==> config.mk <==
export PLATFORM = sky130hd
export DESIGN_NAME = bcd_nibble_tx_flat
export DESIGN_NICKNAME = d
export VERILOG_FILES = /design/src/rtl/bcd_nibble_tx_pkg.sv /design/src/rtl/bcd_nibble_tx_if.sv /design/src/rtl/bcd_nibble_tx_bit_tick.sv /design/src/rtl/bcd_nibble_tx.sv /design/src/flat_wrapper.sv
export SDC_FILE = /design/constraint.sdc
export NUM_CORES = 1
export LEC_CHECK = 0
export CAP_MARGIN = 20
export CORE_MARGIN = 2
export CORE_UTILIZATION = 57
export DETAILED_ROUTE_END_ITERATION = 6
export GPL_TIMING_DRIVEN = 0
export HOLD_SLACK_MARGIN = 0.03
export PLACE_DENSITY = 0.88
export SYNTH_ARGS = -nofsm -noshare
export SYNTH_HDL_FRONTEND = slang
export SYNTH_SLANG_ARGS = --single-unit
==> constraint.sdc <==
create_clock -name clk -period 2.9 [get_ports clk]
set_clock_uncertainty 0.05 [all_clocks]
set_input_delay 0.435 -clock clk [delete_from_list [all_inputs] [get_ports clk]]
set_output_delay 0.435 -clock clk [all_outputs]
set_load 0.02 [all_outputs]
==> src/rtl/bcd_nibble_tx_pkg.sv <==
// Shared types, constants and helpers for the BCD nibble serial transmitter.
// Contents: FSM state enum, frame geometry constants, BCD range check.
package bcd_tx_pkg;

  localparam int unsigned FRAME_BITS = 7;
  localparam int unsigned DATA_BITS  = 4;
  localparam int unsigned STATE_W    = 3;
  localparam logic [3:0]  BCD_MAX    = 4'd9;

  typedef enum logic [STATE_W-1:0] {
    TX_IDLE   = 3'd0,
    TX_START  = 3'd1,
    TX_DATA   = 3'd2,
    TX_PARITY = 3'd3,
    TX_STOP   = 3'd4
  } tx_state_t;

  // True when the nibble is a legal decimal digit.
  function automatic logic is_bcd(input logic [3:0] d);
    return d <= BCD_MAX;
  endfunction

endpackage

==> src/rtl/bcd_nibble_tx_if.sv <==
// Digit-in / serial-out bundle of the BCD nibble transmitter.
// master: digit source (drives in_data/in_valid, observes the rest).
// slave : transmitter (drives in_ready, tx_line, busy, input_err).
interface bcd_nibble_tx_if;
  logic [3:0] in_data;
  logic       in_valid;
  logic       in_ready;
  logic       tx_line;
  logic       busy;
  logic       input_err;

  modport master (
    output in_data, in_valid,
    input  in_ready, tx_line, busy, input_err
  );

  modport slave (
    input  in_data, in_valid,
    output in_ready, tx_line, busy, input_err
  );
endinterface

==> src/rtl/bcd_nibble_tx_bit_tick.sv <==
// Bit-period timer: counts 0..CLKS_PER_BIT-1 and wraps.
// Ports: clk, rst_n (sync, active-low), clear (restart period at 0),
//        tick_c (high on the last cycle of each bit period).
module bit_tick #(
  parameter int unsigned CLKS_PER_BIT = 4
) (
  input  logic clk,
  input  logic rst_n,
  input  logic clear,
  output logic tick_c
);

  localparam int unsigned CNT_W = (CLKS_PER_BIT > 1) ? $clog2(CLKS_PER_BIT) : 1;
  localparam logic [CNT_W-1:0] LAST = CNT_W'(CLKS_PER_BIT - 1);

  logic [CNT_W-1:0] cnt;

  // Period counter; clear realigns it to the first cycle of a new frame.
  always_ff @(posedge clk) begin
    if (!rst_n) begin
      cnt <= '0;
    end else if (clear || (cnt == LAST)) begin
      cnt <= '0;
    end else begin
      cnt <= cnt + CNT_W'(1);
    end
  end

  assign tick_c = (cnt == LAST);

endmodule

==> src/rtl/bcd_nibble_tx.sv <==
// BCD digit serial transmitter: accepts a nibble over valid/ready, rejects
// words > 9 with a one-cycle input_err pulse, and sends legal digits LSB-first
// as start(0), d0..d3, even parity, stop(1), each bit CLKS_PER_BIT cycles.
// Ports: clk, rst_n (sync, active-low), bus (slave side of bcd_nibble_tx_if:
//        in_data/in_valid/in_ready handshake, tx_line, busy, input_err).
module bcd_nibble_tx
  import bcd_tx_pkg::*;
#(
  parameter int unsigned CLKS_PER_BIT = 4
) (
  input  logic             clk,
  input  logic             rst_n,
  bcd_nibble_tx_if.slave   bus
);

  localparam logic [STATE_W-1:0] S_IDLE   = STATE_W'(TX_IDLE);
  localparam logic [STATE_W-1:0] S_START  = STATE_W'(TX_START);
  localparam logic [STATE_W-1:0] S_DATA   = STATE_W'(TX_DATA);
  localparam logic [STATE_W-1:0] S_PARITY = STATE_W'(TX_PARITY);
  localparam logic [STATE_W-1:0] S_STOP   = STATE_W'(TX_STOP);

  localparam int unsigned IDX_W    = 2;
  localparam logic [IDX_W-1:0] LAST_IDX = IDX_W'(DATA_BITS - 1);

  logic [STATE_W-1:0]   state, state_d;
  logic [IDX_W-1:0]     bit_idx, idx_d;
  logic [DATA_BITS-1:0] shreg, sh_d;
  logic                 parity, par_d;
  logic                 tx_q, tx_d;
  logic                 busy_q, busy_d;
  logic                 ready_q, ready_d;
  logic                 err_q, err_d;
  logic                 frame_start_c;
  logic                 tick_c;

  bit_tick #(.CLKS_PER_BIT(CLKS_PER_BIT)) u_tick (
    .clk    (clk),
    .rst_n  (rst_n),
    .clear  (frame_start_c),
    .tick_c (tick_c)
  );

  // State and registered outputs.
  always_ff @(posedge clk) begin
    if (!rst_n) begin
      state   <= S_IDLE;
      bit_idx <= '0;
      shreg   <= '0;
      parity  <= 1'b0;
      tx_q    <= 1'b1;
      busy_q  <= 1'b0;
      ready_q <= 1'b0;
      err_q   <= 1'b0;
    end else begin
      state   <= state_d;
      bit_idx <= idx_d;
      shreg   <= sh_d;
      parity  <= par_d;
      tx_q    <= tx_d;
      busy_q  <= busy_d;
      ready_q <= ready_d;
      err_q   <= err_d;
    end
  end

  // Next state plus next values of the registered outputs.
  // ready_q is 0 in the cycle right after reset, so it gates acceptance.
  always_comb begin
    state_d       = state;
    idx_d         = bit_idx;
    sh_d          = shreg;
    par_d         = parity;
    err_d         = 1'b0;
    frame_start_c = 1'b0;

    case (state)
      S_IDLE: begin
        if (bus.in_valid && ready_q) begin
          if (is_bcd(bus.in_data)) begin
            state_d       = S_START;
            sh_d          = bus.in_data;
            par_d         = ^bus.in_data;
            idx_d         = '0;
            frame_start_c = 1'b1;
          end else begin
            err_d = 1'b1;
          end
        end
      end
      S_START: begin
        if (tick_c) begin
          state_d = S_DATA;
          idx_d   = '0;
        end
      end
      S_DATA: begin
        if (tick_c) begin
          sh_d = {1'b0, shreg[DATA_BITS-1:1]};
          if (bit_idx == LAST_IDX) begin
            state_d = S_PARITY;
          end else begin
            idx_d = bit_idx + IDX_W'(1);
          end
        end
      end
      S_PARITY: begin
        if (tick_c) state_d = S_STOP;
      end
      S_STOP: begin
        if (tick_c) state_d = S_IDLE;
      end
      default: state_d = S_IDLE;
    endcase

    // Line level for the state being entered, so tx follows accept by one cycle.
    case (state_d)
      S_START:  tx_d = 1'b0;
      S_DATA:   tx_d = sh_d[0];
      S_PARITY: tx_d = par_d;
      default:  tx_d = 1'b1;
    endcase

    busy_d  = (state_d != S_IDLE);
    ready_d = (state_d == S_IDLE);
  end

  assign bus.tx_line   = tx_q;
  assign bus.busy      = busy_q;
  assign bus.in_ready  = ready_q;
  assign bus.input_err = err_q;

endmodule

==> src/flat_wrapper.sv <==
// flat-port wrapper written by rule: the top's interface ports become plain ports
module bcd_nibble_tx_flat import bcd_tx_pkg::*;
#(
  parameter int unsigned CLKS_PER_BIT = 4
)
  (clk, rst_n, bus_in_data, bus_in_valid, bus_in_ready, bus_tx_line, bus_busy, bus_input_err);
  bcd_nibble_tx_if bus_i ();
  input  logic clk;
  input  logic rst_n;
  input wire logic [$bits(bus_i.in_data)-1:0] bus_in_data;
  input wire logic [$bits(bus_i.in_valid)-1:0] bus_in_valid;
  output wire logic [$bits(bus_i.in_ready)-1:0] bus_in_ready;
  output wire logic [$bits(bus_i.tx_line)-1:0] bus_tx_line;
  output wire logic [$bits(bus_i.busy)-1:0] bus_busy;
  output wire logic [$bits(bus_i.input_err)-1:0] bus_input_err;
  assign bus_i.in_data = bus_in_data;
  assign bus_i.in_valid = bus_in_valid;
  assign bus_in_ready = bus_i.in_ready;
  assign bus_tx_line = bus_i.tx_line;
  assign bus_busy = bus_i.busy;
  assign bus_input_err = bus_i.input_err;
  bcd_nibble_tx #(.CLKS_PER_BIT(CLKS_PER_BIT)) u_core (.clk(clk), .rst_n(rst_n), .bus(bus_i));
endmodule
## Word-level counts from Yosys, hierarchy flattened

Index checks and enable logic that the tools add are counted.

| storage, ports and cells | value |
|---|---|
| bits in registers | 16 |
| output and inout bits | 4 |

| operators by class | value |
|---|---|
| $add $sub $neg | 2 |
| magnitude comparators | 1 |
| equality and inequality tests | 14 |
| muxes and demuxes | 26 |
| bitwise operators | 1 |
| reductions and logical operators | 12 |

Operators by type and width:

| operator | number |
|---|---|
| two-way mux 3 bit | 7 |
| case mux 3 bit (5 select lines) | 1 |
| == test 3 x 2 -> 1 bit, second input constant | 4 |
| two-way mux 4 bit | 3 |
| two-way mux 2 bit | 5 |
| != test 2 x 1 -> 1 bit, second input constant | 4 |
| case mux 4 bit (2 select lines) | 1 |
| two-way mux 1 bit | 7 |
| == test 3 x 1 -> 1 bit, second input constant | 2 |
| zero test 3 bit | 2 |
| case mux 2 bit (3 select lines) | 1 |
| AND reduction 6 bit | 1 |
| nonzero test 3 bit | 2 |
| adder 2 x 1 -> 2 bit, second input constant | 2 |
| == test 2 bit, second input constant | 2 |
| <= comparator 4 bit, second input constant | 1 |
| AND reduction 4 bit | 1 |
| parity 4 bit | 1 |
| == test 3 bit, second input constant | 1 |
| case mux 1 bit (3 select lines) | 1 |
| AND reduction 3 bit | 1 |
| != test 2 bit, second input constant | 1 |
| nonzero test 2 bit | 1 |
| OR reduction 2 bit | 1 |
| other kinds (3) | 3 |

## Longest topological paths before layout

Gate-level depths: netlist of the first run.

| logic depth | value |
|---|---|
| depth after elaboration | 6 |
| mapped depth | 7 |

## Cells and area by module

Synthesis of the first run repeated with hierarchy kept, for this count alone.

| second synthesis, totals | value |
|---|---|
| cells, all modules | 99 |
| area, all modules | 897.1 µm² |

By module, submodules not included:

| module | instances | cells each | area each (µm²) | sequential area each (µm²) |
|---|---|---|---|---|
| bcd_nibble_tx | 1 | 94 | 817.0 | 280.3 |
| bit_tick | 1 | 5 | 80.1 | 40.0 |

## Worst setup path before layout of the first run

OpenSTA, ideal clock, no wires.

| timing path | value |
|---|---|
| kind | input port to flip-flop |
| start point | input bus_in_data[2] |
| end point | register u_core.bit_idx[0] |
| library setup time | 0.072 ns |
| data arrival time | 1.584 ns |
| path slack | 1.195 ns |
| stages on the path | 7 |
| buffers on the path | 0 |
| path through | inv_1 ha_1 nor2b_1 o21ai_4 nand3_1 a211oi_2 mux2i_1 |

| between the ends | value |
|---|---|
| longest elaborated chain between the ends | 3 |

Ends and longest elaborated chain:

| what | line | source |
|---|---|---|
| from (decl) | flat_wrapper.sv:10 | `input wire logic [$bits(bus_i.in_data)-1:0] bus_in_data;` |
| <= comparator 4 bit | bcd_nibble_tx_pkg.sv:20 | `return d <= BCD_MAX;` |
| != test 2 x 1 -> 1 bit (no source line) | - |  |
| AND reduction 6 bit (no source line) | - |  |
| to (signal assigned) | bcd_nibble_tx.sv:56 | `bit_idx <= idx_d;` |
| to (decl) | bcd_nibble_tx.sv:26 | `logic [IDX_W-1:0] bit_idx, idx_d;` |

No other way between the ends.
A chain may end at the register's enable or synchronous reset.

## Worst setup path after layout of the first run

Same ends and word-level chain as after synthesis.

==> results of run 1 <==
## synth_stat cells
cell type  count  share of area
dfxtp_1       16           0.36
nand2_1        9          0.038
a21boi_1       6          0.051
ha_1           6          0.084
nand3_1        6          0.034
nor2_1         4          0.017
a21oi_1        3          0.017
a22oi_1        3          0.025
inv_1          3          0.013
mux2i_1        3          0.034
a21o_1         2          0.017
and2_1         2          0.014
nand2_2        2          0.014
nand2b_1       2          0.014
nand3b_1       2          0.017
nor2b_1        2          0.014
nor3_1         2          0.011
o21ai_0        2          0.011
or3_1          2          0.014
xnor2_1        2          0.020
a211oi_2       1          0.014
a21boi_4       1          0.021
a22oi_2        1          0.014
and2_2         1         0.0084
and2_4         1         0.0098
and4b_4        1          0.015
buf_6          1          0.013
clkbuf_1       1         0.0042
clkbuf_2       1         0.0056
inv_2          1         0.0042
nand4b_1       1         0.0098
nor2_2         1         0.0070
nor3b_1        1         0.0084
nor3b_2        1          0.014
o211ai_1       1         0.0084
o21ai_4        1          0.018
o22ai_1        1         0.0070
## critical path, stage by stage
cell and delay, ns:
clkdlybuf4s50_1 0.51, inv_1 0.06, ha_1 0.20, nor2b_1 0.15
o21ai_4 0.22, nand3_1 0.13, a211oi_2 0.33, mux2i_1 0.21
## worst min path at each step
stage                         start                   end  slack [ns]  cells past startpoint
6_report       u_core.u_tick.cnt[0]  u_core.u_tick.cnt[0]        0.39                      1
5_1_grt        u_core.u_tick.cnt[0]  u_core.u_tick.cnt[0]        0.41                      1
4_1_cts        u_core.u_tick.cnt[0]  u_core.u_tick.cnt[0]        0.39                      1
3_5_place_dp   u_core.u_tick.cnt[0]  u_core.u_tick.cnt[0]        0.37                      1
3_3_place_gp   u_core.u_tick.cnt[0]  u_core.u_tick.cnt[0]        0.36                      1
2_1_floorplan  u_core.u_tick.cnt[0]  u_core.u_tick.cnt[0]        0.35                      1
## report_power, final
group	total [mW]	switching, mW	internal, mW
registers	0.242	0.00914	0.233
clock network	0.151	0.0743	0.0765
logic	0.0969	0.0472	0.0497
total	0.489	0.131	0.359
## metrics by stage
stage | worst slack (ns) | hold slack (ns)
after floorplan | 1.19 | 0.354
after global placement | 0.548 | 0.364
after detailed placement | 0.495 | 0.373
after CTS | 0.799 | 0.388
after global routing | 0.718 | 0.414
final | 0.823 | 0.385
## cell type report
cell class                 instances  area, um2
clock buffer                       4       36.3
timing repair buffer              10        100
sequential                        16        320
buffer                             3       20.0
fill                             127        442
tap                               16       20.0
inverter                           4       15.0
multi-input combinational         73        536
## state kept, by name, summed over array words and instances, names as in the netlist
register              cells
u_core.bus.busy           1
u_core.shreg              4
u_core.parity             1
u_core.bus.in_ready       1
u_core.bit_idx            2
u_core.bus.tx_line        1
u_core.state              3
u_core.bus.input_err      1
u_core.u_tick.cnt         2
## cells by family after synthesis
kind of cell,count (synthesis)
and+or+nand+nor,40
AOI/OAI and AO/OA,22
DFF,16
buffers and inverters,7
adders and majority gates,6
muxes,3
xor gates and xnor gates,2
## per-layer routing
metal,global-route usage,vias to the layer above,share of wire
met2,0.397,20,0.52
met3,0.0708,2,0.047
li1,-,366,-
met4,0.0788,0,0.0075
met1,0.243,347,0.42
met5,0,-,0
## placed cells by master (no fill, tap or decap), types with 2 or more instances in the layout
cell type        count
nand2b_1             2
nor2_1               4
nand2_2              2
dfxtp_1             16
or3_1                2
nand3b_1             2
o21ai_0              2
nor2b_1              2
nand2_1              9
and2_1               2
a21o_1               2
mux2i_1              3
nor3_1               2
clkbuf_4             3
xnor2_1              2
a21boi_1             6
a21oi_1              3
clkdlybuf4s50_1     10
nand3_1              6
inv_1                3
ha_1                 6
a22oi_1              3
==> results by group, run 1 <==
Place
  • Placed cells: approximately 120
  • Detailed placement HPWL: ~1.3 mm
  • Buffers added on ports: 10
  • GPL Wtd Cong: 0.746
  • Area after DPL: 1010 um2

Synth
  • YS warnings: 0
  • XOR/XNOR Fraction of Synth Area: 0.0197
  • Largest family of logic cells by synthesized area: simple AND/OR/NAND/NOR gates
  • Mapped Area: 891 um2
  • Mapped Nets: between 100 and 150
  • Seq cells post-synth: 16
  • Syn avg cell area: a little over 9 um2
  • Yosys cell types: 37
  • Sequential-to-total area share from yosys stat: 0.360
  • Post-synthesis compound-gate area fraction: 0.204
  • Post-synthesis simple-gate area fraction: 0.260
  • Multiplexer share of the synthesized area: 0.0337
  • Synthesized instance count: 96
  • Adder-cell share of the synthesized area: 0.0843

Critical path
  • R2r setup slk: 1.20 ns
  • Critical R2R Capture: u_core.bus.tx_line
  • Setup crit end: u_core.bit_idx[0]
  • Critical Path Fanout Max: 5
  • Reg2Reg Depth: 7
  • Reg-to-reg startpoint: u_core.u_tick.cnt[0]
  • WP data arrival: ~2.3 ns
  • Critical path class: primary input to flop
  • CP Data Required Time: 3.08 ns
  • CP startpoint kind: primary input
  • CP startpoint: bus_in_data[2]
  • Critical Path End Type: flop

Route
  • First-pass iteration count of the detailed router: 4
  • WL final: 1.74 mm
  • Antenna-violating nets left: 0
  • Wire length per cell: 13.8 um
  • DRC violations left: 0
  • Post-DR vias/cell: 5.83
  • DR iter-0 viols: 13
  • DR vias: 735

Clock network
  • TritonCTS buffer count: 3
  • Clock latency at the later pin of the worst-skew pair: between 0.2 and 0.3 ns
  • Max clock buf depth: 2
  • Cts hold-fix bufs: 0
  • Root Buffer Master: clkbuf_4
  • Worst-path clk slew: roughly 0.1 ns
  • Post-CTS setup buffer count: 0
  • Post-cts resize count: 0
  • TritonCTS clock tree: yes
  • H-tree Lvls: 1
  • Clock sink count: 16

STA
  • Tightest Pin Transition: about 0.42 ns
  • Setup TNS: 0 ns
  • RSZ-0062 raised after global routing: no
  • Tcrit/Tclk final: 0.716
  • Hold Vio Cnt, Final: 0
  • F_max: 482 MHz
  • Crit path time final: 2.08 ns
  • Setup violators final: 0
  • Slew Limit Fails: 0
  • Worst slew margin: 0.718

Pwr
  • Power Density: 467 nW/um2
  • Leak pwr: roughly 0.41 nW
  • Max IR drop VDD: ~290 uV
  • Total power draw: roughly 0.49 mW

Floorplan
  • Row cnt: 14
  • Die area: approximately 1900 um2
  • Die Y: between 40 and 50 um
  • Core area: 1490 um2
  • Chip Width: about 44 um
  • IO Count: 11
  • Initial Util: 0.598

Layout
  • Share of layout cells above drive strength 1: 0.164
  • Fin cells: about 130
  • Area delta synth->final: 17.6%
  • Post-route design area: between 1000 and 1500 um2
  • # nets final: between 100 and 150
  • Diodes inserted: 0
  • Fin util: 0.703

Global route
  • Tot GR Track Use: 0.221
  • Largest net degree at the start of global routing: 11
  • First-pass GRT wire length: 3.09 mm
  • Initial antenna violation count: 0
  • Vias in the first global route: ~740
  • Total gr overflow: 0

Min path
  • Hold WC Path Type: flop to flop

Status
  • Status: finished clean

Flow run
  • Max-Cap Viols: 0
No activity file was read; power rests on OpenSTA's default activity.
==> run 2: changes to the inputs <==
- CORE_UTILIZATION: 57 -> 48
- PLACE_DENSITY: 0.88 -> 0.79
- clock period: 2.9 -> 1.83 ns (I/O delays scaled with it)
==> results by group, run 2 (synthesized netlist as in run 1, its figures left out) <==
Critical path
  • WP data arrival: 1.81 ns (was 2.25 ns)
  • Setup crit end: u_core.bus.tx_line (was u_core.bit_idx[0])
  • Reg-to-reg startpoint: u_core.u_tick.cnt[0] (unchanged)
  • Critical path class: primary input to flop (unchanged)
  • Critical Path End Type: flop (unchanged)
  • R2r setup slk: 0.17 ns (was 1.20 ns)
  • Critical R2R Capture: u_core.bus.tx_line (unchanged)
  • CP startpoint: bus_in_data[3] (was bus_in_data[2])
  • Reg2Reg Depth: 7 (unchanged)
  • CP startpoint kind: primary input (unchanged)
  • Critical Path Fanout Max: 4 (was 5)
  • CP Data Required Time: 1.94 ns (was 3.08 ns)

STA
  • Hold Vio Cnt, Final: 0 (unchanged)
  • Slew Limit Fails: 0 (unchanged)
  • Worst slew margin: 0.716 (was 0.718)
  • WHS: 0.310 ns (was 0.385 ns)
  • Crit path time final: around 1.7 ns
  • Tcrit/Tclk final: 0.932
  • F_max: just under 600 MHz
  • Setup violators final: 0 (unchanged)
  • Setup slack after layout: 0.125 ns (was 0.823 ns)
  • Tightest Pin Transition: 0.423 ns (was 0.424 ns)

Clock network
  • Worst-path clk slew: 0.09 ns (was 0.10 ns)
  • TritonCTS buffer count: 3 (unchanged)
  • Clock sink count: 16 (unchanged)
  • H-tree Lvls: 1 (unchanged)
  • Cts hold-fix bufs: 0 (unchanged)
  • Root Buffer Master: clkbuf_4 (unchanged)
  • Max clock buf depth: 2 (unchanged)
  • TritonCTS clock tree: yes (unchanged)
  • Clock latency at the later pin of the worst-skew pair: 0.28 ns (was 0.29 ns)

Pwr
  • Leak pwr: 0.431 nW (was 0.410 nW)
  • Max IR drop VDD: 526 uV (was 287 uV)
  • Power Density: 674 nW/um2 (was 467 nW/um2)

Global route
  • Met1 Track Usage GR: 0.210 (was 0.243)
  • Vias in the first global route: 675 (was 736)
  • Largest net degree at the start of global routing: 11 (unchanged)
  • First-pass GRT wire length: 2.82 mm (was 3.09 mm)
  • Tot GR Track Use: 0.184 (was 0.221)
  • Grt peak-use layer: met2 (unchanged)
  • Total gr overflow: 0 (unchanged)
  • Initial antenna violation count: 0 (unchanged)
  • Met3 Use GR: 0.0731 (was 0.0708)
  • Met2 usage: 0.323 (was 0.397)

Route
  • Post-DR vias/cell: 5.39 (was 5.83)
  • DRC violations left: 0 (unchanged)
  • WL final: 1.66 mm (was 1.74 mm)
  • Antenna-violating nets left: 0 (unchanged)
  • Wire length per cell: 12.3 um (was 13.8 um)
  • DR iter-0 viols: 22 (was 13)
  • First-pass iteration count of the detailed router: 4 (unchanged)
  • DR vias: 728 (was 735)

Place
  • GPL Wtd Cong: 0.775 (was 0.746)
  • Detailed placement HPWL: 1.27 mm (was 1.33 mm)
  • Placed cells: 131 (was 122)
  • Place WS: -0.430 ns (was 0.495 ns)
  • Buffers added on ports: 10 (unchanged)

Floorplan
  • Row cnt: 15 (was 14)
  • Die area: 2220 um2 (was 1900 um2)
  • Core area: 1750 um2 (was 1490 um2)
  • IO Count: 11 (unchanged)
  • Initial Util: 0.510 (was 0.598)
  • Chip Width: 47.1 um (was 43.5 um)
  • Die Y: 47.1 um (was 43.5 um)

Layout
  • Area delta synth->final: 20.8% (was 17.6%)
  • Most common library cell in the layout ignoring fill and taps: dfxtp_1 (unchanged)
  • Most frequent cells in the layout: 16 x dfxtp_1, 9 x nand2_1, 7 x clkdlybuf4s50_1 (was 16 x dfxtp_1, 10 x clkdlybuf4s50_1, 9 x nand2_1)
  • Diodes inserted: 0 (unchanged)
  • Largest regs: u_core.shreg x4, u_core.state x3 (unchanged)
  • Share of layout cells above drive strength 1: 0.182 (was 0.164)
  • Fill cells: 158 (was 127)
  • Largest Register: u_core.shreg (unchanged)
  • Fin cells: 135 (was 126)
  • # nets final: 125 (was 124)
  • Max FFs per register: 4 (unchanged)

Min path
  • Hold depth: 3 (was 1)
  • Hold WC Path Type: primary input to flop (was flop to flop)

Status
  • Status: finished clean (unchanged)

Flow run
  • Max-Cap Viols: 0 (unchanged)
==> run 2: changes by cell type in the layout (fill, tap and decap cells not counted) <==
cell	change
nand3_1	-1
a211oi_4	+1
clkdlybuf4s50_1	-3
dlymetal6s2s_1	+2
a211oi_2	-1
dlygate4sd2_1	+1
nor2b_1	-1
clkbuf_8	-1
nor2b_4	+1
nand3_2	+1
buf_4	+1
==> run 2: repair_timing <==
item / in CTS / in global routing
buffers inserted: 1 / 0
endpoints found under the setup margin: 2 / 9
pin swaps: 2 / 1
gates resized for setup: 3 / 4
==> run 2: routing by layer <==
metal,vias to the layer above,part of all wire
li1,367,-
met1,343,0.47
met4,0,0.025
met2,12,0.47
met3,6,0.039
met5,-,0
==> run 2: area by class of cell <==
cell class	count	area, um2	area share
well taps	25	31.3	0.0291
plain buffers	3	20.0	0.0186
repair buffers	11	111	0.103
flip-flops and latches	16	320	0.298
clock buffers	3	22.5	0.0209
inverters	4	15.0	0.0140
multi-input cells	73	556	0.516
==> run 2: per-stage QoR <==
step | utilization | setup TNS [ns] | total power [mW] | area [um2]
4_1_cts | 0.609 | 0 | 0.724 | 1060
3_3_place_gp | 0.586 | -1.77 | 0.538 | 1020
3_5_place_dp | 0.586 | -2.12 | 0.543 | 1020
2_1_floorplan | - | 0 | 0.494 | 891
6_report | 0.616 | 0 | 0.725 | 1080
5_1_grt | 0.616 | -0.00449 | 0.760 | 1080
==> run 2: worst min path at each step <==
stage	from	endpoint	slack (ns)
6_report	bus_in_data[1]	u_core.shreg[1]	0.31
5_1_grt	bus_in_data[0]	u_core.shreg[0]	0.35
2_1_floorplan	u_core.u_tick.cnt[0]	u_core.u_tick.cnt[0]	0.35
4_1_cts	u_core.u_tick.cnt[0]	u_core.u_tick.cnt[0]	0.38
3_5_place_dp	u_core.u_tick.cnt[0]	u_core.u_tick.cnt[0]	0.37
3_3_place_gp	u_core.u_tick.cnt[0]	u_core.u_tick.cnt[0]	0.36
==> run 2: critical path, stage by stage <==
cell             delay [ns]
clkdlybuf4s50_1        0.50
ha_1                   0.18
nor2b_4                0.16
o21ai_4                0.07
buf_4                  0.16
a21boi_4               0.17
mux2i_1                0.22
a22oi_2                0.07
==> run 2: report_power, final <==
part | leakage, nW | total [mW] | switching, mW | internal [mW]
clock | 0.0138 | 0.181 | 0.105 | 0.0764
combinational | 0.287 | 0.162 | 0.0784 | 0.0835
sequential | 0.131 | 0.382 | 0.0139 | 0.368
==> run 3: changes to the inputs <==
- SYNTH_HIERARCHICAL: not set -> 1
==> results by group, run 3 <==
Synth
  • Number of synthesized flops with an enable pin: 0 (unchanged)
  • Ys async rst share: 0 (unchanged)
  • Synth area leaders: dfxtp_1 36%, ha_1 8.4%, nor2b_1 4.9% (was dfxtp_1 36%, ha_1 8.4%, a21boi_1 5.1%)
  • Syn avg cell area: 9.06 um2 (was 9.28 um2)
  • Mapped Area: 897 um2 (was 891 um2)
  • Most frequent cells after synthesis: 16 x dfxtp_1, 8 x o21ai_0, 7 x a21oi_1, 7 x nor2b_1 (was 16 x dfxtp_1, 9 x nand2_1, 6 x a21boi_1, 6 x ha_1, 6 x nand3_1)
  • Synthesized instance count: 99 (was 96)
  • YS warnings: 6 (was 0)
  • Mapped Nets: 112 (was 109)
  • Sequential-to-total area share from yosys stat: 0.357 (was 0.360)
  • Yosys cell types: 37 (unchanged)
  • Yosys top cell area share: 0.357 (was 0.360)
  • Seq cells post-synth: 16 (unchanged)
  • Area leader, netlist: dfxtp_1 (unchanged)
  • Synth Flop Type: dfxtp_1 (unchanged)
  • Cell with the most instances after synthesis: dfxtp_1 (unchanged)

Critical path
  • CP Data Required Time: 1.96 ns (was 1.94 ns)
  • Critical R2R Capture: u_core/bit_idx[0] (was u_core.bus.tx_line)
  • Critical Path End Type: flop (unchanged)
  • Critical Path Slowest Stage Cell: clkdlybuf4s50_1 (unchanged)
  • Cell Chain, Critical Path: clkdlybuf4s50_1, inv_1, ha_1, nor2b_1, o21a_2, nor2_4, and4bb_2 (was clkdlybuf4s50_1, ha_1, nor2b_4, o21ai_4, buf_4, a21boi_4, mux2i_1, a22oi_2)
  • Critical path class: primary input to flop (unchanged)
  • Reg-to-reg startpoint: u_core/u_tick/cnt[0] (was u_core.u_tick.cnt[0])
  • CP Buf/Inv Count: 2 (unchanged)
  • Critical Path Fanout Max: 8 (was 4)
  • CP startpoint kind: primary input (unchanged)
  • Top Family by Delay on Critical Path: buffers and inverters (unchanged)
  • Reg2Reg Depth: 6 (was 7)
  • R2r setup slk: 0.15 ns (was 0.17 ns)
  • Worst path max stage delay: 0.51 ns (was 0.50 ns)
  • WP data arrival: 1.88 ns (was 1.81 ns)

Clock network
  • Max clock buf depth: 2 (unchanged)
  • Clock sink count: 16 (unchanged)
  • H-tree Lvls: 1 (unchanged)
  • TritonCTS clock tree: yes (unchanged)
  • Root Buffer Master: clkbuf_4 (unchanged)
  • Worst-path clk slew: 0.08 ns (was 0.09 ns)
  • Clock latency at the later pin of the worst-skew pair: 0.28 ns (about the same)
  • Cts hold-fix bufs: 0 (unchanged)
  • TritonCTS buffer count: 3 (unchanged)

Global route
  • Met1 Track Usage GR: 0.246 (was 0.210)
  • Tot GR Track Use: 0.182 (was 0.184)
  • Vias in the first global route: 673 (was 675)
  • Initial antenna violation count: 0 (unchanged)
  • Grt peak-use layer: met2 (unchanged)
  • Met2 usage: 0.273 (was 0.323)
  • First-pass GRT wire length: 2.88 mm (was 2.82 mm)
  • Met3 Use GR: 0.0269 (was 0.0731)
  • Total gr overflow: 0 (unchanged)
  • Largest net degree at the start of global routing: 11 (unchanged)

Route
  • DR vias: 790 (was 728)
  • Post-DR vias/cell: 5.72 (was 5.39)
  • DR iter-0 viols: 21 (was 22)
  • DRC violations left: 0 (unchanged)
  • WL final: 1.71 mm (was 1.66 mm)
  • Antenna-violating nets left: 0 (unchanged)
  • Wire length per cell: 12.4 um (was 12.3 um)
  • First-pass iteration count of the detailed router: 4 (unchanged)

Layout
  • Most common library cell in the layout ignoring fill and taps: dfxtp_1 (unchanged)
  • Share of layout cells above drive strength 1: 0.142 (was 0.182)
  • Most frequent cells in the layout: 16 x dfxtp_1, 10 x clkdlybuf4s50_1, 8 x o21ai_0 (was 16 x dfxtp_1, 9 x nand2_1, 7 x clkdlybuf4s50_1)
  • Fin util: 0.611 (was 0.616)
  • Largest Register: u_core/shreg (was u_core.shreg)
  • Post-route design area: 1070 um2 (was 1080 um2)
  • Max FFs per register: 4 (unchanged)
  • # nets final: 128 (was 125)
  • Fin cells: 138 (was 135)
  • Largest regs: u_core/shreg x4, u_core/state x3 (was u_core.shreg x4, u_core.state x3)
  • Area delta synth->final: 19.0% (was 20.8%)
  • Diodes inserted: 0 (unchanged)

Min path
  • Hold_sp: u_core/u_tick/cnt[0] (was bus_in_data[1])
  • Hold depth: 1 (was 3)
  • Hold WC Path Type: flop to flop (was primary input to flop)
  • WHS Endpoint: u_core/u_tick/cnt[0] (was u_core.shreg[1])

Floorplan
  • Core area: 1750 um2 (unchanged)
  • Initial Util: 0.514 (was 0.510)
  • IO Count: 11 (unchanged)
  • Chip Width: 47.2 um (was 47.1 um)
  • Row cnt: 15 (unchanged)
  • Die Y: 47.2 um (was 47.1 um)
  • Die area: 2230 um2 (was 2220 um2)

STA
  • Slew Limit Fails: 0 (unchanged)
  • Worst slew margin: 0.659 (was 0.716)
  • Setup TNS: 0 ns (unchanged)
  • Tcrit/Tclk final: 0.956 (was 0.932)
  • Hold Vio Cnt, Final: 0 (unchanged)
  • Crit path time final: 1.75 ns (was 1.71 ns)
  • RSZ-0062 raised after global routing: no
  • Tightest Pin Transition: 0.507 ns (was 0.423 ns)
  • WHS: 0.414 ns (was 0.310 ns)
  • F_max: 572 MHz (was 586 MHz)
  • Setup slack after layout: 0.0805 ns (was 0.125 ns)
  • Setup violators final: 0 (unchanged)

Flow run
  • Max-Cap Viols: 0 (unchanged)

Place
  • Placed cells: 134 (was 131)
  • Place WS: -0.353 ns (was -0.430 ns)
  • Area after DPL: 1030 um2 (was 1020 um2)
  • Detailed placement HPWL: 1.29 mm (was 1.27 mm)
  • GPL Wtd Cong: 0.808 (was 0.775)
  • Buffers added on ports: 10 (unchanged)

Pwr
  • Power Density: 661 nW/um2 (was 674 nW/um2)
  • Leak pwr: 0.404 nW (was 0.431 nW)
  • Max IR drop VDD: 492 uV (was 526 uV)
  • Total power draw: 0.705 mW (was 0.725 mW)

Status
  • Status: finished clean (unchanged)
-- run 3: changes by cell type in the layout (fill, tap and decap cells not counted), moves of 4 or more --
cell / delta
a21oi_1: +4
a32oi_1: +4
nor2b_1: +6
o21ai_0: +6
a21boi_1: -6
-- run 3: power by group --
part           total, mW  switching (mW)  leakage, nW  internal, mW
registers          0.378         0.00962        0.131         0.368
clock network      0.179           0.102       0.0138        0.0763
logic              0.149          0.0772        0.260        0.0717
total              0.705           0.189        0.404         0.516
-- run 3: cell type report --
type / instances / area, um2
multi-input combinational: 73 / 534
buffer: 5 / 32.5
fill: 154 / 678
clock buffer: 3 / 22.5
sequential: 16 / 320
timing repair buffer: 11 / 108
inverter: 5 / 18.8
tap: 25 / 31.3
-- run 3: worst register-to-register path, cell delays in order (launching register included) --
cell	delay, ns
dfxtp_1	0.37
ha_1	0.22
clkbuf_4	0.20
and4bb_4	0.31
nor3b_2	0.22
mux2i_1	0.09
a31oi_1	0.15
-- run 3: repair_timing --
item,in CTS,in global routing
resized for setup,1,3
buffers inserted,0,1
setup endpoints to repair,1,3
pin swaps,0,1
-- run 3: worst max-delay path by stage --
| stage | start | to | slack, ns | depth (start not counted) |
|---|---|---|---|---|
| detailed placement | bus_in_data[2] | u_core/u_tick/cnt[1] | -0.35 | 7 |
| global route | bus_in_data[2] | u_core/u_tick/cnt[1] | 0.002 | 7 |
| global placement | bus_in_data[2] | u_core/u_tick/cnt[1] | -0.32 | 7 |
| floorplan | bus_in_data[2] | u_core/u_tick/cnt[1] | 0.36 | 6 |
| CTS | bus_in_data[2] | u_core/u_tick/cnt[1] | 0.01 | 7 |
| finish | bus_in_data[2] | u_core/u_tick/cnt[1] | 0.08 | 7 |
-- run 3: routing by layer --
layer	share of wire	wire length, um	vias up
met1	0.46	782	381
li1	-	-	393
met3	0.039	67	2
met4	0.0070	12	0
met5	0	0	-
met2	0.50	846	14
-- run 3: kinds of logic after synthesis --
family	synth area share
mux	0.0112
fa+ha+maj	0.0837
simple gates	0.266
xor+xnor	0.0195
compound gates	0.208
buf+inv	0.0544
flops	0.357
